$ cat src/rtl/pipe_stage_if.sv
// Valid/ready handshake bundle carrying a control vector and a data payload
// between two adjacent pipeline stages.
interface pipe_stage_if #(
    parameter int CTRL_W = 9,
    parameter int DATA_W = 106
);
    logic              valid;
    logic              ready;
    logic [CTRL_W-1:0] ctrl;
    logic [DATA_W-1:0] data;

    modport master (output valid, output ctrl, output data, input  ready);
    modport slave  (input  valid, input  ctrl, input  data, output ready);
endinterface

$ cat src/rtl/pipe_stage_reg.sv
// Elastic pipeline stage register: valid/ready handshake, flush, saturating bubble counter.
// Define PIPE_SKID_EN for the two-entry skid buffer with a registered d_ready.
module pipe_stage_reg #(
    parameter int CTRL_W = 9,
    parameter int DATA_W = 106,
    parameter int CNT_W  = 16
) (
    input  logic             clk,
    input  logic             clrn,
    input  logic             flush,
    pipe_stage_if.slave      d,
    pipe_stage_if.master     e,
    output logic [CNT_W-1:0] e_bubble_cnt
);
    typedef enum logic [1:0] {EMPTY, FULL, SKID} state_t;

    state_t            state;
    logic              valid_q;
    logic [CTRL_W-1:0] ctrl_q;
    logic [DATA_W-1:0] data_q;
    logic              ready_int;
    logic              accept;
    logic              retire;

    assign accept  = d.valid & ready_int & ~flush;
    assign retire  = valid_q & e.ready;
    assign d.ready = ready_int;
    assign e.valid = valid_q;
    assign e.ctrl  = ctrl_q;
    assign e.data  = data_q;

`ifdef PIPE_SKID_EN
    logic              ready_q;
    logic [CTRL_W-1:0] skid_ctrl_q;
    logic [DATA_W-1:0] skid_data_q;

    // Ready comes straight from a flop, so e.ready never reaches d.ready.
    assign ready_int = ready_q;

    always_ff @(posedge clk or negedge clrn) begin
        // NOTE: non-blocking assignments so every branch reads pre-edge register values.
        if (!clrn) begin
            state       <= EMPTY;
            valid_q     <= 1'b0;
            ctrl_q      <= '0;
            data_q      <= '0;
            skid_ctrl_q <= '0;
            skid_data_q <= '0;
            ready_q     <= 1'b1;
        end else if (flush) begin
            state       <= EMPTY;
            valid_q     <= 1'b0;
            ctrl_q      <= '0;
            skid_ctrl_q <= '0;
            ready_q     <= 1'b1;
        end else begin
            case (state)
                EMPTY: begin
                    if (accept) begin
                        state   <= FULL;
                        valid_q <= 1'b1;
                        ctrl_q  <= d.ctrl;
                        data_q  <= d.data;
                    end
                end
                FULL: begin
                    if (accept && e.ready) begin
                        ctrl_q <= d.ctrl;
                        data_q <= d.data;
                    end else if (accept) begin
                        state       <= SKID;
                        skid_ctrl_q <= d.ctrl;
                        skid_data_q <= d.data;
                        ready_q     <= 1'b0;
                    end else if (retire) begin
                        state   <= EMPTY;
                        valid_q <= 1'b0;
                        ctrl_q  <= '0;
                    end
                end
                SKID: begin
                    if (retire) begin
                        state       <= FULL;
                        ctrl_q      <= skid_ctrl_q;
                        data_q      <= skid_data_q;
                        skid_ctrl_q <= '0;
                        ready_q     <= 1'b1;
                    end
                end
                default: begin
                    state   <= EMPTY;
                    valid_q <= 1'b0;
                    ctrl_q  <= '0;
                    ready_q <= 1'b1;
                end
            endcase
        end
    end
`else
    // Combinational ready: legal only when the downstream ready is registered.
    assign ready_int = e.ready | ~valid_q;

    always_ff @(posedge clk or negedge clrn) begin
        if (!clrn) begin
            state   <= EMPTY;
            valid_q <= 1'b0;
            ctrl_q  <= '0;
            data_q  <= '0;
        end else if (flush) begin
            state   <= EMPTY;
            valid_q <= 1'b0;
            ctrl_q  <= '0;
        end else begin
            case (state)
                EMPTY: begin
                    if (accept) begin
                        state   <= FULL;
                        valid_q <= 1'b1;
                        ctrl_q  <= d.ctrl;
                        data_q  <= d.data;
                    end
                end
                FULL: begin
                    // In FULL an accept implies the held entry retires on the same edge.
                    if (accept) begin
                        ctrl_q <= d.ctrl;
                        data_q <= d.data;
                    end else if (retire) begin
                        state   <= EMPTY;
                        valid_q <= 1'b0;
                        ctrl_q  <= '0;
                    end
                end
                default: begin
                    state   <= EMPTY;
                    valid_q <= 1'b0;
                    ctrl_q  <= '0;
                end
            endcase
        end
    end
`endif

    always_ff @(posedge clk or negedge clrn) begin
        if (!clrn) begin
            e_bubble_cnt <= '0;
        end else if (!valid_q && (e_bubble_cnt != {CNT_W{1'b1}})) begin
            e_bubble_cnt <= e_bubble_cnt + 1'b1;
        end
    end
endmodule

$ cat src/flat_wrapper.sv
// flat-port wrapper written by rule: the top's interface ports become plain ports
module pipe_stage_reg_flat 
#(
    parameter int CTRL_W = 9,
    parameter int DATA_W = 106,
    parameter int CNT_W  = 16
)
  (clk, clrn, flush, e_bubble_cnt, d_valid, d_ctrl, d_data, d_ready, e_valid, e_ctrl, e_data, e_ready);
  pipe_stage_if #(.CTRL_W(CTRL_W), .DATA_W(DATA_W)) d_i ();
  pipe_stage_if #(.CTRL_W(CTRL_W), .DATA_W(DATA_W)) e_i ();
  input  logic clk;
  input  logic clrn;
  input  logic flush;
  output logic [CNT_W-1:0] e_bubble_cnt;
  input wire logic [$bits(d_i.valid)-1:0] d_valid;
  input wire logic [$bits(d_i.ctrl)-1:0] d_ctrl;
  input wire logic [$bits(d_i.data)-1:0] d_data;
  output wire logic [$bits(d_i.ready)-1:0] d_ready;
  output wire logic [$bits(e_i.valid)-1:0] e_valid;
  output wire logic [$bits(e_i.ctrl)-1:0] e_ctrl;
  output wire logic [$bits(e_i.data)-1:0] e_data;
  input wire logic [$bits(e_i.ready)-1:0] e_ready;
  assign d_i.valid = d_valid;
  assign d_i.ctrl = d_ctrl;
  assign d_i.data = d_data;
  assign d_ready = d_i.ready;
  assign e_valid = e_i.valid;
  assign e_ctrl = e_i.ctrl;
  assign e_data = e_i.data;
  assign e_i.ready = e_ready;
  pipe_stage_reg #(.CTRL_W(CTRL_W), .DATA_W(DATA_W), .CNT_W(CNT_W)) u_core (.clk(clk), .clrn(clrn), .flush(flush), .d(d_i), .e(e_i), .e_bubble_cnt(e_bubble_cnt));
endmodule
$ cat config.mk
export PLATFORM = sky130hd
export DESIGN_NAME = pipe_stage_reg_flat
export DESIGN_NICKNAME = d
export VERILOG_FILES = /design/src/rtl/pipe_stage_if.sv /design/src/rtl/pipe_stage_reg.sv /design/src/flat_wrapper.sv
export SDC_FILE = /design/constraint.sdc
export NUM_CORES = 1
export LEC_CHECK = 0
export BUFFER_PORTS_ARGS = -buffer_cell sky130_fd_sc_hd__buf_2
export CORE_MARGIN = 2
export CORE_UTILIZATION = 46
export DETAILED_ROUTE_END_ITERATION = 8
export PLACE_DENSITY = 0.8
export SYNTH_ARGS = -nofsm -noshare
export SYNTH_HDL_FRONTEND = slang
export SYNTH_SLANG_ARGS = --single-unit
$ cat constraint.sdc
create_clock -name clk -period 2 [get_ports clk]
set_input_delay 0.4 -clock clk [delete_from_list [all_inputs] [get_ports clk]]
set_output_delay 0.4 -clock clk [all_outputs]
set_load 0.01 [all_outputs]
==> run summary, run 1 <==
OUTCOME
--------------------------------------------------------------------------------
Result of the run                                                   finished clean

POWER
--------------------------------------------------------------------------------
Maximum ir drop on the vdd rail                                       0.000508 V
Leak pwr                                                                 3.55 nW
Seq pwr share                                                              42.9%
Power Internal                                                           5.85 mW
Total power density per cell area                                    1110 nW/µm²
Sw frac                                                                    26.5%
Clock power share                                                          38.1%
Combinational share of power                                               19.0%
NetSw                                                                    2.11 mW

STA
--------------------------------------------------------------------------------
Tcrit/Tclk final                                                           89.1%
Worst setup skew after layout                                         0.00797 ns
Worst slew margin                                                          55.4%
Post-layout min period                                                   1.78 ns
Setup tns final                                                             0 ns
Final Slew Violations                                                          0
Setup Viol. Count Final                                                        0
Number of endpoints with negative hold slack in the final report               0
Fmax achieved                                                            561 MHz
Setup repair after global routing missed its margin                           no
Slew at the pin closest to its max-slew limit                           0.667 ns

DIE
--------------------------------------------------------------------------------
Boundary Pins                                                                253
Horizontal extent of the die                                              109 µm
DIE HEIGHT                                                                109 µm
Row Count                                                                     38
Total core area                                                        10800 µm²
Die area                                                               11900 µm²
Starting utilization of the core area                                      46.9%

SYNTHESIS
--------------------------------------------------------------------------------
Cell count after synthesis                                                   316
Syn Nets                                                                     437
Yosys Warn Count                                                               0
Share of the synthesized area in the top cell type                         65.2%
Count of unique library cells instantiated by Yosys                           27
Synth area leaders                                                  dfrtp_1, mux2_2, mux2_1
Biggest area consumer among synthesized cells                            dfrtp_1
Count of state elements after synthesis                                      132
Mean post-synth cell area                                               16.0 µm²
Sequential cell area fraction in the yosys report                          65.2%
Mapped Area                                                             5060 µm²

SETUP PATH
--------------------------------------------------------------------------------
Slowest stage cell, crit path                                            dfrtp_1
Element type at the critical path start                                 register
Required time at the endpoint of the critical path                       2.39 ns
CP Max Fanout                                                                  9
Worst setup EP type                                                     register
Critical setup path kind                                            register to register
Arrival time reported for the critical path endpoint                     2.17 ns
Largest stage delay on the critical path                                 0.42 ns
Cell chain of the critical path                                     ha_1 > and4_1 > a41oi_2 > mux2_2

CTS
--------------------------------------------------------------------------------
CTS-repair resized insts                                                       0
Clock sink count                                                             132
CTS clk-pin slew, worst paths                                            0.06 ns
Worst-Skew Late Latency                                                  0.51 ns
Cell at the root of the clock tree                                      clkbuf_8
Total clock buffers created by CTS                                            17
Clock H-tree levels                                                            4
Number of post-CTS setup repair buffers                                        0
Clock tree from TritonCTS                                                   done
Maximum number of buffers from clock root to sink                              2

DETAILED ROUTING
--------------------------------------------------------------------------------
Initial DRT Pass Iterations                                                    6
DR vias/cell                                                                4.93
Via total after detailed routing                                            3650
Iteration-0 DRC count of the detailed router                                  96
Routed wire length per instance                                          15.9 µm
# DRC                                                                          0
Residual antenna-violating net count after detailed routing                    0
Wirelength, routed                                                       11.8 mm

JOB
--------------------------------------------------------------------------------
Number of maximum-capacitance constraint violations                            0

LAYOUT
--------------------------------------------------------------------------------
Final standard cell utilization of the core                                66.2%
Inserted Diodes                                                                0
Number of nets at the end of the flow                                        709
Fraction of final layout cells sized beyond drive strength 1               60.2%
Filler cell count                                                            813
Synth-to-Final Area Change                                                 41.1%
Non-filler instance count after layout                                       741

GLOBAL ROUTE
--------------------------------------------------------------------------------
Wire length of the first global-routing pass                             18.0 mm
Vias in the first global route                                              3696
GR Util All Layers                                                         20.0%
Remaining global-route overflow                                                0
Number of antenna violations at the first check in global routing              0
Maximum number of pins on one net before global-route repair                  61

PLACEMENT
--------------------------------------------------------------------------------
DPL Wire Length                                                          8.71 mm
PortBufs                                                                     252
Placer Congestion                                                          0.798
Placed cell count                                                            708

MIN PATH
--------------------------------------------------------------------------------
Min-delay worst type                                                input pin to register

[cells in the final DEF, fill, tap and decap left out]
cell type and count:
and2b_4 1, a22o_1 9, dlygate4sd3_1 1, ha_1 1, clkinvlp_4 2, mux2_1 41, nor3_1 1, dfrtp_1 132
nand2_1 6, o21a_1 1, xnor2_1 9, inv_1 2, a41oi_2 1, and3_1 2, clkbuf_16 16, xor2_1 4
clkbuf_1 3, nor2_1 7, buf_2 251, nor4_1 2, clkinv_2 5, and4_1 3, nand4_1 7, bufinv_16 3
a21oi_1 1, buf_12 4, a211o_1 1, nor3b_4 1, nand3_1 4, nand4b_1 1, a41oi_1 1, mux2_2 66
clkbuf_8 3, buf_4 9
[final cells by class]
| type | instances | area (µm²) | area share [%] |
|---|---|---|---|
| tap | 140 | 175 | 2.45 |
| timing repair buffer | 265 | 1410 | 19.8 |
| inverter | 2 | 7.51 | 0.105 |
| clock inverter | 10 | 130 | 1.82 |
| sequential | 132 | 3300 | 46.2 |
| clock buffer | 22 | 453 | 6.34 |
| multi-input combinational | 170 | 1660 | 23.3 |
[metrics by stage]
step	area [µm²]	power, mW	hold slack [ns]	setup WS [ns]
floorplan	5060	4.18	0.104	0.276
global placement	6550	4.91	0.398	0.220
detailed placement	6550	4.99	0.412	0.207
CTS	7150	8.07	0.0842	0.211
global route	7150	8.37	0.0780	0.0703
finish	7150	7.96	0.109	0.217
[power groups by stage]
stage          logic (mW)  registers, mW  clock network, mW
2_1_floorplan       0.524           3.65                  0
3_3_place_gp         1.48           3.42                  0
3_5_place_dp         1.53           3.46                  0
4_1_cts              1.54           3.42               3.10
5_1_grt              1.65           3.48               3.24
6_report             1.51           3.42               3.03
[logic make-up (layout without fill, tap and decap cells)]
group | count (synthesis) | in the layout | synth area share, %
AO/OA/AOI/OAI | 14 | 14 | 2.47
XOR/XNOR | 13 | 13 | 2.25
adder cells (fa/ha/maj) | 1 | 1 | 0.247
buffers and inverters | 14 | 299 | 1.93
flip-flops | 132 | 132 | 65.2
multiplexers | 107 | 107 | 23.8
AND/OR/NAND/NOR | 35 | 35 | 4.08
[metal layers]
| metal | wire (µm) | global-route usage [%] | up-vias | part of all wire [%] |
|---|---|---|---|---|
| met1 | 4430 | 21.9 | 1794 | 38 |
| li1 | - | - | 1679 | - |
| met4 | 196 | 9.16 | 0 | 1.7 |
| met3 | 977 | 7.05 | 16 | 8.3 |
| met5 | 0 | 0 | - | 0 |
| met2 | 6190 | 34.6 | 161 | 52 |
[worst max-delay path: cells and delay by family, from the launching register on]
| kind | cells | cell delay (ns) |
|---|---|---|
| flops | 1 | 0.42 |
| compound gates | 1 | 0.35 |
| mux | 1 | 0.38 |
| simple gates | 1 | 0.26 |
| fa+ha+maj | 1 | 0.26 |
[what timing repair did]
| action | in CTS | in global routing |
|---|---|---|
| endpoints found under the hold margin | 37 | 0 |
| hold buffers | 1 | 0 |
| endpoints found under the setup margin | 0 | 0 |
[sequential cells by signal, indices dropped and copies added (netlist names)]
| name | count |
|---|---|
| u_core.e.data | 106 |
| u_core.state | 1 |
| u_core.e.ctrl | 9 |
| u_core.e_bubble_cnt | 16 |
[final timing paths]
check                           cells past startpoint                     end                   start  slack (ns)
min in group asynchronous                           2       u_core.e.data[92]                    clrn        0.44
worst min register to register                      1       u_core.e.data[55]       u_core.e.data[55]        0.48
worst max register to register                      4  u_core.e_bubble_cnt[1]  u_core.e_bubble_cnt[0]        0.22
worst min-delay path                                2       u_core.e.data[73]              d_data[73]        0.11
worst max-delay path                                4  u_core.e_bubble_cnt[1]  u_core.e_bubble_cnt[0]        0.22
max in group asynchronous                           3       u_core.e.data[99]                    clrn        0.90
[synthesized netlist by cell type]
cell type,count
a211o_1,1
a21oi_1,1
a22o_1,9
a41oi_1,1
a41oi_2,1
and2b_4,1
and3_1,2
and4_1,3
buf_2,6
buf_4,2
buf_6,4
dfrtp_1,132
ha_1,1
inv_1,2
mux2_1,41
mux2_2,66
nand2_1,6
nand3_1,4
nand4_1,7
nand4b_1,1
nor2_1,7
nor3_1,1
nor3b_4,1
nor4_1,2
o21a_1,1
xnor2_1,9
xor2_1,4
Power figures use the tool's default switching activity.
==> inputs of run 2 (changes only) <==
--- a/config.mk
+++ b/config.mk
@@ -10,6 +10,7 @@
 export CORE_UTILIZATION = 46
 export DETAILED_ROUTE_END_ITERATION = 8
 export PLACE_DENSITY = 0.8
+export SETUP_SLACK_MARGIN = 0.3
 export SYNTH_ARGS = -nofsm -noshare
 export SYNTH_HDL_FRONTEND = slang
 export SYNTH_SLANG_ARGS = --single-unit
==> run 2 against run 1 <==
Net effect:
- the run now ends with negative hold slack left
- via count grew 1.8%
- fmax is 5.4% higher
- clock skew shrank 0.0024 ns
- worst setup slack improved by 0.091 ns
- routed wire length up 9.4%
- critical endpoint is now u_core.e.data[55]
- largest cell class unchanged
- highest routed layer unchanged
==> run summary, run 2 (synthesized netlist as in run 1, its figures left out) <==
POWER
--------------------------------------------------------------------------------
Seq pwr share                                                              40.7%   was 42.9%
Total power                                                              8.36 mW   was 7.96 mW
Combinational share of power                                               19.6%   was 19.0%
Sw frac                                                                    25.6%   was 26.5%
Power Internal                                                           6.22 mW   was 5.85 mW
Maximum ir drop on the vdd rail                                       0.000534 V   was 0.000508 V
Total power density per cell area                                    1120 nW/µm²   was 1110 nW/µm²
Leak pwr                                                                 3.69 nW   was 3.55 nW
NetSw                                                                    2.14 mW   was 2.11 mW
Clock power share                                                          39.6%   was 38.1%

DIE
--------------------------------------------------------------------------------
Total core area                                                        10800 µm²   unchanged
Horizontal extent of the die                                              109 µm   unchanged
DIE HEIGHT                                                                109 µm   unchanged
Die area                                                               11900 µm²   unchanged
Row Count                                                                     38   unchanged
Boundary Pins                                                                253   unchanged
Starting utilization of the core area                                      46.9%   unchanged

LAYOUT
--------------------------------------------------------------------------------
Most common cell after layout, fill and taps aside                         buf_2   unchanged
Final standard cell utilization of the core                                69.0%   was 66.2%
Commonest non-fill, non-tap cells in the layout                     buf_2, dfrtp_1, mux2_2   unchanged
Synth-to-Final Area Change                                                 47.0%   was 41.1%
Inserted Diodes                                                                0   unchanged
Fraction of final layout cells sized beyond drive strength 1               62.5%   was 60.2%
Number of flip-flops in the largest register                                 106   unchanged
Filler cell count                                                            766   was 813
Number of nets at the end of the flow                                        720   was 709

SETUP PATH
--------------------------------------------------------------------------------
Worst Reg2Reg Path Length in Cells                                             5   was 4
Reg2Reg Launch Point                                                u_core.state[0]   was u_core.e_bubble_cnt[0]
Element type at the critical path start                                 register   unchanged
Worst setup EP type                                                     register   unchanged
Required time at the endpoint of the critical path                       2.38 ns   was 2.39 ns
R2R setup slack                                                          0.31 ns   was 0.22 ns
CP Max Fanout                                                                 14   was 9
Critical setup path kind                                            register to register   unchanged
Reg2Reg Capture Point                                               u_core.e.data[55]   was u_core.e_bubble_cnt[1]
Arrival time reported for the critical path endpoint                     2.07 ns   was 2.17 ns

MIN PATH
--------------------------------------------------------------------------------
Min-delay worst type                                                input pin to async pin   was input pin to register

OUTCOME
--------------------------------------------------------------------------------
Result of the run                                                   finished, violations left   was finished clean
Violated checks                                                     negative hold slack

PLACEMENT
--------------------------------------------------------------------------------
DPL Wire Length                                                          8.29 mm   was 8.71 mm
PortBufs                                                                     252   unchanged
Pre-CTS setup slack                                                     0.177 ns   was 0.207 ns
Placer Congestion                                                          0.747   was 0.798

STA
--------------------------------------------------------------------------------
Setup tns final                                                             0 ns   unchanged
Worst hold margin                                                     -0.0107 ns   was 0.109 ns
Slew at the pin closest to its max-slew limit                           0.702 ns   was 0.667 ns
Worst setup skew after layout                                         0.00552 ns   was 0.00797 ns
Fmax achieved                                                            591 MHz   was 561 MHz
Tcrit/Tclk final                                                           84.6%   was 89.1%
Final Slew Violations                                                          0   unchanged
Worst slew margin                                                          53.2%   was 55.4%
Setup repair after global routing missed its margin                          yes   was no
Worst Setup Slack, final                                                0.308 ns   was 0.217 ns
Post-layout min period                                                   1.69 ns   was 1.78 ns
Number of endpoints with negative hold slack in the final report              29   was 0
Setup Viol. Count Final                                                        0   unchanged

GLOBAL ROUTE
--------------------------------------------------------------------------------
Wire length of the first global-routing pass                             18.7 mm   was 18.0 mm
GR Util All Layers                                                         20.9%   was 20.0%
Maximum number of pins on one net before global-route repair                 133   was 61
Remaining global-route overflow                                                0   unchanged
Number of antenna violations at the first check in global routing              0   unchanged
Vias in the first global route                                              3839   was 3696

CTS
--------------------------------------------------------------------------------
Cell at the root of the clock tree                                      clkbuf_8   unchanged
Clock tree from TritonCTS                                                   done   unchanged
CTS clk-pin slew, worst paths                                            0.06 ns   about the same
Total clock buffers created by CTS                                            17   unchanged
Clock sink count                                                             132   unchanged
Maximum number of buffers from clock root to sink                              2   unchanged
Clock H-tree levels                                                            4   unchanged
Worst-Skew Late Latency                                                  0.50 ns   was 0.51 ns

JOB
--------------------------------------------------------------------------------
Number of maximum-capacitance constraint violations                            0   unchanged

DETAILED ROUTING
--------------------------------------------------------------------------------
Iteration-0 DRC count of the detailed router                                 132   was 96
Routed wire length per instance                                          17.2 µm   was 15.9 µm
DR vias/cell                                                                4.95   was 4.93
Residual antenna-violating net count after detailed routing                    0   unchanged
Initial DRT Pass Iterations                                                    4   was 6
# DRC                                                                          0   unchanged
Wirelength, routed                                                       12.9 mm   was 11.8 mm
Via total after detailed routing                                            3715   was 3650

## run 2: layout make-up
type / count / area, µm² / area share, %
Inverter: 2 / 7.51 / 0.101
Clock buffer: 22 / 463 / 6.22
Timing Repair Buffer: 276 / 1620 / 21.8
Multi-Input combinational cell: 170 / 1700 / 22.8
Tap cell: 140 / 175 / 2.35
Clock inverter: 9 / 175 / 2.35
Sequential cell: 132 / 3300 / 44.4
## run 2: worst max path at each step
| stage | from | cells past startpoint | end |
|---|---|---|---|
| 2_1_floorplan | u_core.state[0] | 5 | u_core.e.data[73] |
| 3_3_place_gp | e_ready | 5 | u_core.e.data[104] |
| 3_5_place_dp | e_ready | 5 | u_core.e.data[19] |
| 4_1_cts | u_core.state[0] | 5 | u_core.e.data[58] |
| 5_1_grt | u_core.state[0] | 5 | u_core.e.data[55] |
| 6_report | u_core.state[0] | 5 | u_core.e.data[55] |
## run 2: critical path, cell delays in order, from the launching register on
cell and delay [ns]:
dfrtp_2 0.40, and2b_4 0.19, nor3b_4 0.24, buf_6 0.22, buf_16 0.17, mux2_1 0.35
## run 2: per-layer routing
| metal | wire length (µm) | up-vias | GRT usage [%] |
|---|---|---|---|
| met2 | 6830 | 157 | 37.4 |
| met3 | 898 | 17 | 5.68 |
| met5 | 0 | - | 0 |
| met4 | 225 | 0 | 9.89 |
| met1 | 4950 | 1834 | 22.8 |
| li1 | - | 1707 | - |
## run 2: stage by stage
step,cell area (µm²),std cells,hold slack [ns]
final,7450,751,-0.0107
after detailed placement,6490,700,0.474
after CTS,7300,745,0.0259
after floorplan,5070,316,0.104
after global routing,7450,751,0.0553
after global placement,6490,700,0.462
## run 2: timing repair
item | in CTS | in global routing
hold buffers | 0 | 0
pin swaps | 2 | 3
cloned | 3 | 5
resized for setup | 7 | 12
endpoints found under the setup margin | 109 | 90
setup buffers | 11 | 1
## run 2: power by group through the flow
stage          sequential [mW]  combinational (mW)  clock, mW
3_5_place_dp              3.46                1.51          0
6_report                  3.40                1.64       3.31
5_1_grt                   3.46                1.79       3.53
3_3_place_gp              3.43                1.46          0
4_1_cts                   3.40                1.61       3.39
2_1_floorplan             3.65               0.526          0
